==> src/rtl/pipelined_carry_adder.sv <==
// Pipelined ripple-carry adder/subtractor: WIDTH bits split into STAGES ripple
// segments with the inter-segment carry registered, valid/ready on both sides.
module pipelined_carry_adder #(
  parameter int WIDTH  = 32,
  parameter int STAGES = 4
) (
  input  logic             clk,
  input  logic             rst_n,
  input  logic             in_valid,
  output logic             in_ready,
  input  logic [WIDTH-1:0] A,
  input  logic [WIDTH-1:0] B,
  input  logic             cin,
  input  logic             sub,
  output logic             out_valid,
  input  logic             out_ready,
  output logic [WIDTH-1:0] Sum,
  output logic             Carry,
  output logic             Ovf
);

  localparam int SEG = WIDTH / STAGES;

  if ((STAGES < 1) || (STAGES > WIDTH) || ((WIDTH % STAGES) != 0)) begin : g_param_check
    $error("pipelined_carry_adder: WIDTH must be a positive multiple of STAGES");
  end

  // Ripple of SEG full adders; returns {carry into top bit, carry out, sum}.
  function automatic logic [SEG+1:0] seg_add(
    input logic [SEG-1:0] a,
    input logic [SEG-1:0] b,
    input logic           ci
  );
    logic           c;
    logic           ctop;
    logic [SEG-1:0] s;
    c    = ci;
    ctop = ci;
    s    = '0;
    for (int i = 0; i < SEG; i++) begin
      ctop = c;
      s[i] = a[i] ^ b[i] ^ c;
      c    = (a[i] & b[i]) | (c & (a[i] ^ b[i]));
    end
    return {ctop, c, s};
  endfunction

  logic [STAGES-1:0] v_q;
  logic [STAGES-1:0] v_d;
  logic [STAGES-1:0] adv_s;
  logic [STAGES-1:0] vin_s;
  logic [STAGES-1:0] ld_s;
  logic [STAGES:0]   vin_ext_s;
  logic [STAGES-1:0] ovf_all_s;

  // Valid bit arriving at each stage: input handshake for stage 0, else predecessor.
  assign vin_ext_s = {v_q, in_valid};
  assign vin_s     = vin_ext_s[STAGES-1:0];

  // Ready chain: a stage may load when it is empty or its successor moves on.
  always_comb begin
    adv_s           = '0;
    adv_s[STAGES-1] = ~v_q[STAGES-1] | out_ready;
    for (int k = STAGES - 2; k >= 0; k--) begin
      adv_s[k] = ~v_q[k] | adv_s[k+1];
    end
    v_d  = (adv_s & vin_s) | (~adv_s & v_q);
    ld_s = adv_s & vin_s;
  end

  // Stage occupancy register.
  always_ff @(posedge clk) begin
    if (!rst_n) begin
      v_q <= '0;
    end else begin
      v_q <= v_d;
    end
  end

  for (genvar k = 0; k < STAGES; k++) begin : g_stage
    logic [WIDTH-1:0] a_q, a_d;
    logic [WIDTH-1:0] b_q, b_d;
    logic [WIDTH-1:0] res_q, res_d;
    logic             c_q, c_d;
    logic             ovf_q, ovf_d;
    logic [WIDTH-1:0] src_a_s;
    logic [WIDTH-1:0] src_b_s;
    logic [WIDTH-1:0] src_res_s;
    logic             src_c_s;
    logic [SEG+1:0]   seg_s;

    // Stage 0 takes fresh operands (B inverted and carry forced for subtract).
    if (k == 0) begin : g_src
      assign src_a_s   = A;
      assign src_b_s   = sub ? ~B : B;
      assign src_c_s   = sub ? 1'b1 : cin;
      assign src_res_s = '0;
    end else begin : g_src
      assign src_a_s   = g_stage[k-1].a_q;
      assign src_b_s   = g_stage[k-1].b_q;
      assign src_c_s   = g_stage[k-1].c_q;
      assign src_res_s = g_stage[k-1].res_q;
    end

    // Add this stage's segment and merge it into the partial result.
    always_comb begin
      seg_s               = seg_add(src_a_s[k*SEG +: SEG], src_b_s[k*SEG +: SEG], src_c_s);
      res_d               = src_res_s;
      res_d[k*SEG +: SEG] = seg_s[SEG-1:0];
      a_d                 = src_a_s;
      b_d                 = src_b_s;
      c_d                 = seg_s[SEG];
      ovf_d               = seg_s[SEG+1] ^ seg_s[SEG];
    end

    // Stage data register; holds while stalled or when no operation arrives.
    always_ff @(posedge clk) begin
      if (!rst_n) begin
        a_q   <= '0;
        b_q   <= '0;
        res_q <= '0;
        c_q   <= 1'b0;
        ovf_q <= 1'b0;
      end else if (ld_s[k]) begin
        a_q   <= a_d;
        b_q   <= b_d;
        res_q <= res_d;
        c_q   <= c_d;
        ovf_q <= ovf_d;
      end
    end

    assign ovf_all_s[k] = ovf_q;
  end

  // Nothing transfers on either side while reset is asserted.
  assign in_ready  = rst_n & adv_s[0];
  assign out_valid = rst_n & v_q[STAGES-1];
  assign Sum       = g_stage[STAGES-1].res_q;
  assign Carry     = g_stage[STAGES-1].c_q;
  assign Ovf       = ovf_all_s[STAGES-1];

  logic unused_s;
  assign unused_s = ^{vin_ext_s[STAGES], ovf_all_s, g_stage[STAGES-1].a_q, g_stage[STAGES-1].b_q};

endmodule

==> config.mk <==
export PLATFORM = sky130hd
export DESIGN_NAME = pipelined_carry_adder
export DESIGN_NICKNAME = d
export VERILOG_FILES = /design/src/rtl/pipelined_carry_adder.sv
export SDC_FILE = /design/constraint.sdc
export NUM_CORES = 1
export LEC_CHECK = 0
export BUFFER_PORTS_ARGS = -buffer_cell sky130_fd_sc_hd__buf_4
export CAP_MARGIN = 20
export CORE_UTILIZATION = 50
export CTS_CLUSTER_DIAMETER = 120
export DETAILED_ROUTE_END_ITERATION = 6
export PLACE_DENSITY_LB_ADDON = 0.05
export SLEW_MARGIN = 15
export SYNTH_ARGS = -nofsm -noshare
export SYNTH_HDL_FRONTEND = slang
export SYNTH_SLANG_ARGS = --single-unit
export TNS_END_PERCENT = 1
==> constraint.sdc <==
create_clock -name clk -period 5.6 [get_ports clk]
set_clock_uncertainty 0.1 [all_clocks]
set_input_delay 0.84 -clock clk [delete_from_list [all_inputs] [get_ports clk]]
set_output_delay 0.84 -clock clk [all_outputs]
set_load 0.05 [all_outputs]
# After elaboration in Yosys (flattened, before gate mapping)
# Cells that the tools add are included.
[word_totals]
ff_bits = 281
inputBits = 70
out_inout_bits = 36
wordCells = 194
[op_classes]
n_mux = 2
bitwise = 176
[ops]
columns = ["operator", "count"]
rows = [
  ["1-bit AND", 66],
  ["1-bit bitwise XOR", 65],
  ["1-bit OR", 36],
  ["32-bit two-way mux", 1],
  ["32-bit NOT", 1],
  ["4-bit AND", 2],
  ["1-bit NOT", 4],
  ["4-bit NOT", 1],
  ["4-bit OR", 1],
  ["1-bit two-way mux", 1],
]

# Logic depth before layout (Yosys ltp)
# Gate-level depths: netlist of the first run.
[logic_depth]
depth_word = 19
ltp_mapped = 14
ltp_nobuf = 14

# Worst setup path before layout of the first run
# No wires, ideal clock.
[synth_timing]
path_kind = "in2reg"
from = "in sub"
to = "reg g_stage[0].res_q[7]"
setup_time_ns = 0.119
arrival_time_ns = 4.588
t_required_ns = 5.381
path_slack_ns = 0.793
path_stages = 14
path_buffers = 2
cell_sequence = "buf_2 -> buf_2 -> xnor2_1 -> fa_1 -> fa_1 -> fa_1 -> fa_1 -> fa_1 -> fa_1 -> fa_1 -> inv_1 -> fa_1 -> nand2_1 -> mux2i_1"
[synth_between]
elab_chain_len = 17
word_cells_on_any_way = 32
classes_between = "mux: 2; bitwise: 30"
[synth_rtl]
columns = ["element", "line_no", "rtl"]
rows = [
  ["from (decl)", "14", "input logic sub,"],
  ["32-bit two-way mux", "95", "assign src_b_s = sub ? ~B : B;"],
  ["1-bit bitwise XOR", "43", "c = (a[i] & b[i]) | (c & (a[i] ^ b[i]));"],
  ["1-bit AND", "43", ""],
  ["1-bit OR", "43", ""],
  ["1-bit AND", "43", ""],
  ["1-bit OR", "43", ""],
  ["1-bit AND", "43", ""],
  ["1-bit OR", "43", ""],
  ["(+2 left out)", "n/a", ""],
  ["1-bit AND", "43", ""],
  ["1-bit OR", "43", ""],
  ["1-bit AND", "43", ""],
  ["1-bit OR", "43", ""],
  ["1-bit AND", "43", ""],
  ["1-bit OR", "43", ""],
  ["1-bit bitwise XOR (*)", "42", "s[i] = a[i] ^ b[i] ^ c;"],
  ["via g_stage[0].res_d[7]", "83", "logic [WIDTH-1:0] res_q, res_d;"],
  ["to (signal assigned)", "127", "res_q <= res_d;"],
  ["to (decl)", "83", ""],
]
# The timed path passes the listed nets; every way through them passes the cells marked *.
# A chain may end at the register's enable or synchronous reset.

# Worst setup path in the final report of the first run
# Same ends and word-level chain as after synthesis.

==> flow_summary.ini, run 1 <==
[flow_run]
cap_violations = 0

[critical_path]
required_ps = 5810
cp-end-kind = register
crit_chain = buf_4, xnor2_1, fa_1, fa_1, fa_1, fa_1, fa_1, fa_1, fa_1, inv_1, fa_1, nand2_1, mux2i_1
cp-start-kind = input port
slowest_delay_ps = 410
crit_type = input port to register
cp_slowest_cell = fa_1
crit_family = adder cells
worstPathMaxFanout = 11
worstPathArrival_ps = 4570
path_buf_inv = 2
cpMostUsedCell = fa_1

[status]
status = finished, final reports clean

[sta]
hold_violations = 0
fin_crit_ps = 4360
worst_slack_ps = 1240
slew_violations = 0
fin_crit_sh_pct = 77.9
timing.setup.tns_ps = 0
max_slew.worst_pin.slew_ps = 1020
rsz0062_at_grt = no
max_freq_mhz = 229
relSlewSlack_pct = 31.8
finalSetupViolations = 0

[yosys]
synth_cells = 918
yosysMostFrequentCell = dfxtp_1
synth_nets = 1020
synth_seq_cells = 185
syn_area_per_cell_um2 = 8.85
synth_warnings = 0
yosys.area.top_type = dfxtp_1
ys.flop_type = dfxtp_1
netlist-cell-type-count = 32
ys_seq_area_share_pct = 45.6
synthArstFlopShare_pct = 0
post-synth-top-area-fraction_pct = 45.6
synth_commonest_cells = 185 x dfxtp_1, 129 x a21oi_1, 115 x nand3_1, 107 x o21ai_0, 96 x nand2_1
netlist_top_cells_area = dfxtp_1 46%, a21oi_1 7.9%, fa_1 7.9%, nand3_1 7.1%, o21ai_0 6.6%
netlist_area_um2 = 8130
synth_edf_count = 0

[global_route]
grt_pass1_wl_um = 30000
grt_use_total_pct = 22.8
grt_start_max_net_pins = 91
antenna_found_initial = 0
grt_pass1_vias = 6091
grt_overflow = 0

[clock_tree]
htreeDepth = 4
cts_resized = 0
cts_tree = built
cts_buffers = 17
cts_post_setup_buffers_inserted = 0
cts.sinks = 185
clock_tree.root_cell = clkbuf_16
worst_skew_pair.late_latency_ps = 430
cts_hold_buf = 0
clkTransAtPathRegs_ps = 60
cts.path.max_buffers = 2

[pwr]
p_leak_uw = 0.00376
vdd_ir_drop_max_v = 0.000227
powerDensity_nw_per_um2 = 303

[placement]
finalWeightedCongestion = 0.832
dpl_cell_area_um2 = 8890
port_buffers = 105
placedCellCount = 1161
dp_slack_ps = 760
post-dp-hpwl_um = 12200

[route]
ant_nets = 0
dr.first_iter.drc_count = 362
viasPerCell = 5.38
wl_per_cell_um = 14.9
drc = 0
vias = 6416
first_pass_iters = 5
wirelength_um = 17800

[floorplan]
start_util_pct = 51.1
die_h_um = 129
die_w_um = 129
die-area_um2 = 16800
io_pins = 106
fp.coreArea_um2 = 15900
num_rows = 46

[finish]
drive_gt1_share_pct = 16.0
nets = 1067
final_cell_count_no_fill = 1193
final_cell_area_um2 = 9520
area_growth_syn_to_layout_pct = 17.1
n_antenna_cell = 0

[worst_hold_path]
holdCritPathClass = register to register
==> cell families after synthesis <==
kind of cell             count (synthesis)  share of synthesized area [%]
buffers and inverters                  124                           6.48
flip-flops                             185                           45.6
XOR/XNOR                                33                           3.56
AND/OR/NAND/NOR                        223                           12.5
multiplexers                            48                           5.91
AO/OA/AOI/OAI                          273                           18.1
adder cells (fa/ha/maj)                 32                           7.88
==> routing by layer <==
metal  up-vias  track usage, %  share of wire, %
li1       3230               -                 -
met1      3038            32.7                51
met2       134            34.5                44
met3        14            4.62               4.0
met4         0            7.18               1.1
met5         -               0                 0
==> state kept, by name, indices dropped and copies added (netlist names), named ones only <==
signal,flops
Carry,1
Ovf,1
Sum,32
g_stage.a_q,48
g_stage.b_q,48
g_stage.c_q,3
g_stage.res_q,48
==> cell type report <==
cell class	count	area, µm²
clock buffers	21	470
well taps	216	270
fillers	1462	6370
inverters	33	125
clock inverters	10	144
flip-flops and latches	185	3700
repair buffers	119	897
multi-input cells	609	3910
==> worst min-delay path, cell delays in order (launching register included) <==
cell and delay [ps]:
dfxtp_1 310, nand2_1 50, mux2i_1 50
==> per-stage QoR <==
stage          total power [µW]  utilization [%]  hold slack [ps]
5_1_grt                    3000             59.9              386
3_3_place_gp               1680             56.0              345
4_1_cts                    2910             59.8              364
2_1_floorplan              1590                -              335
3_5_place_dp               1680             56.0              354
6_report                   2890             59.9              363
==> cells in the final DEF (no fill, tap or decap), types with 7 or more instances in the layout <==
| master | n |
|---|---|
| xor2_1 | 25 |
| nand2_1 | 96 |
| a21oi_1 | 129 |
| o211a_1 | 7 |
| o21ai_1 | 8 |
| nand3_1 | 115 |
| o211ai_1 | 7 |
| xnor2_1 | 8 |
| mux2i_1 | 48 |
| a211oi_1 | 9 |
| buf_4 | 118 |
| fa_1 | 32 |
| o21ai_0 | 107 |
| dfxtp_1 | 185 |
| inv_1 | 32 |
| clkbuf_16 | 17 |
==> final timing paths <==
| kind | startpoint | slack, ps | endpoint | cells after the start |
|---|---|---|---|---|
| worst max-delay path | sub | 1240 | g_stage[0].res_q[7]$_SDFFE_PN0P_ | 13 |
| worst min-delay path | g_stage[0].a_q[21]$_SDFFE_PN0P_ | 360 | g_stage[0].a_q[21]$_SDFFE_PN0P_ | 2 |
| worst max register to register | g_stage[2].a_q[24]$_SDFFE_PN0P_ | 1730 | Sum[31]$_SDFFE_PN0P_ | 12 |
| worst min register to register | g_stage[0].a_q[21]$_SDFFE_PN0P_ | 360 | g_stage[0].a_q[21]$_SDFFE_PN0P_ | 2 |
==> where the power goes <==
part           total [µW]  internal (µW)  leakage, µW  switching (µW)
Clock                1230            736     0.000291             496
Combinational         255            112      0.00196             143
Sequential           1400           1370      0.00151            32.8
No activity file was read; power rests on OpenSTA's default activity.
==> run 2: changes to the inputs <==
==> constraint.sdc (replaced) <==
create_clock -name clk -period 4.5 [get_ports clk]
set_clock_uncertainty 0.1 [all_clocks]
set_input_delay 0.675 -clock clk [delete_from_list [all_inputs] [get_ports clk]]
set_output_delay 0.675 -clock clk [all_outputs]
set_load 0.05 [all_outputs]
==> flow_summary.ini, run 2 (synthesis results as in run 1) <==
[finish]
fin_util_pct = 59.9
multiInputGateArea_um2 = 3920
drive_gt1_share_pct = 16.6
nets = 1067
final_cell_mix = 184 x dfxtp_1, 129 x a21oi_1, 119 x buf_4
area_growth_syn_to_layout_pct = 17.1
top_regs = g_stage.a_q x48, g_stage.b_q x48, g_stage.res_q x48
register_area_um2 = 3700
final_cell_count_no_fill = 1194
n_antenna_cell = 0
final_common_cell = dfxtp_1
fillers = 1449

[clock_tree]
cts_buffers = 17
cts.sinks = 185
htreeDepth = 4
cts_post_setup_buffers_inserted = 0
cts_hold_buf = 0
clkTransAtPathRegs_ps = 70
cts_resized = 0
clock_tree.root_cell = clkbuf_16
cts_tree = built
cts.path.max_buffers = 2
worst_skew_pair.late_latency_ps = 430

[critical_path]
cp-startpoint = sub
worstPathArrival_ps = 4270
required_ps = 4710
reg2reg_depth = 12
ff2ff_setup_slack_ps = 520
crit_type = input port to register
r2r_start = g_stage[2].a_q[24]$_SDFFE_PN0P_
rr_endpoint = Sum[31]$_SDFFE_PN0P_
cp-start-kind = input port
worstPathMaxFanout = 4
cp-end-kind = register

[worst_hold_path]
hold_path_depth = 2
holdCritPathClass = register to register
hp-start = g_stage[0].b_q[22]$_SDFFE_PN0P_
min_to = g_stage[0].b_q[22]$_SDFFE_PN0P_

[placement]
finalWeightedCongestion = 0.776
dp_slack_ps = -9.37
port_buffers = 105
placedCellCount = 1162
post-dp-hpwl_um = 12400

[global_route]
grt_overflow = 0
grt_use_total_pct = 22.8
grt_pass1_wl_um = 30000
grt_start_max_net_pins = 81
grt_pass1_vias = 5886
antenna_found_initial = 0

[pwr]
powerDensity_nw_per_um2 = 376
vdd_ir_drop_max_v = 0.000302
p_leak_uw = 0.00376

[route]
viasPerCell = 5.40
wirelength_um = 18200
vias = 6446
wl_per_cell_um = 15.2
drc = 0
first_pass_iters = 5
dr.first_iter.drc_count = 466
ant_nets = 0

[flow_run]
cap_violations = 0

[floorplan]
io_pins = 106
start_util_pct = 51.1
die-area_um2 = 16800
fp.coreArea_um2 = 15900
num_rows = 46
die_h_um = 129
die_w_um = 129

[sta]
fin_crit_sh_pct = 90.2
relSlewSlack_pct = 29.4
rsz0062_at_grt = no
max_slew.worst_pin.slew_ps = 1060
worst_slack_ps = 440
hold_violations = 0
max_freq_mhz = 246
finalSetupViolations = 0
fin_crit_ps = 4060
slew_violations = 0

[status]
status = finished, final reports clean
==> run 2: cell count changes in the layout (fill, tap and decap cells not counted), sizes merged <==
cell | previous run | this run
clkinvlp | 3 | 1
inv | 32 | 35
bufinv | 3 | 2
clkinv | 5 | 7
clkbuf | 21 | 20
==> run 2: worst max path at each step <==
stage | cells past startpoint | slack (ps) | end
6_report | 13 | 440 | g_stage[0].res_q[7]$_SDFFE_PN0P_
5_1_grt | 12 | 320 | g_stage[2].res_q[23]$_SDFFE_PN0P_
4_1_cts | 13 | 450 | g_stage[0].res_q[7]$_SDFFE_PN0P_
3_5_place_dp | 13 | -9 | g_stage[0].res_q[7]$_SDFFE_PN0P_
3_3_place_gp | 13 | 60 | g_stage[0].res_q[7]$_SDFFE_PN0P_
2_1_floorplan | 14 | 30 | g_stage[0].res_q[7]$_SDFFE_PN0P_
==> run 2: stage by stage <==
step                area [µm²]  hold WS [ps]  power, µW  setup TNS [ps]
floorplan                 8140           335       1980               0
CTS                       9510           363       3610               0
detailed placement        8900           351       2100           -9.37
global placement          8900           345       2090               0
finish                    9520           359       3580               0
global route              9520           379       3720               0
==> run 2: layer usage <==
layer | share of wire, % | track usage, % | up-vias
li1 | - | - | 3234
met1 | 51 | 34.3 | 3006
met2 | 43 | 32.8 | 191
met3 | 5.3 | 4.29 | 15
met4 | 1.1 | 6.98 | 0
met5 | 0 | 0 | -
==> run 2: report_power, final <==
| part | switching (µW) | total (µW) | internal (µW) |
|---|---|---|---|
| Combinational | 178 | 320 | 142 |
| Clock | 641 | 1510 | 872 |
| Sequential | 45.0 | 1740 | 1700 |
| Total | 864 | 3580 | 2710 |
==> run 2: critical path, cell delays in order <==
cell and delay (ps):
buf_4 120, xnor2_1 140, fa_1 430, fa_1 390, fa_1 390, fa_1 400, fa_2 360, fa_2 340
fa_1 360, inv_1 70, fa_1 420, nand2_1 70, mux2i_1 80
==> run 2: final cells by class <==
| cell class | count | area share [%] |
|---|---|---|
| sequential | 185 | 38.9 |
| tap | 216 | 2.84 |
| clock buffer | 20 | 4.90 |
| multi-input combinational | 609 | 41.1 |
| inverter | 33 | 1.31 |
| clock inverter | 12 | 1.47 |
| timing repair buffer | 119 | 9.39 |
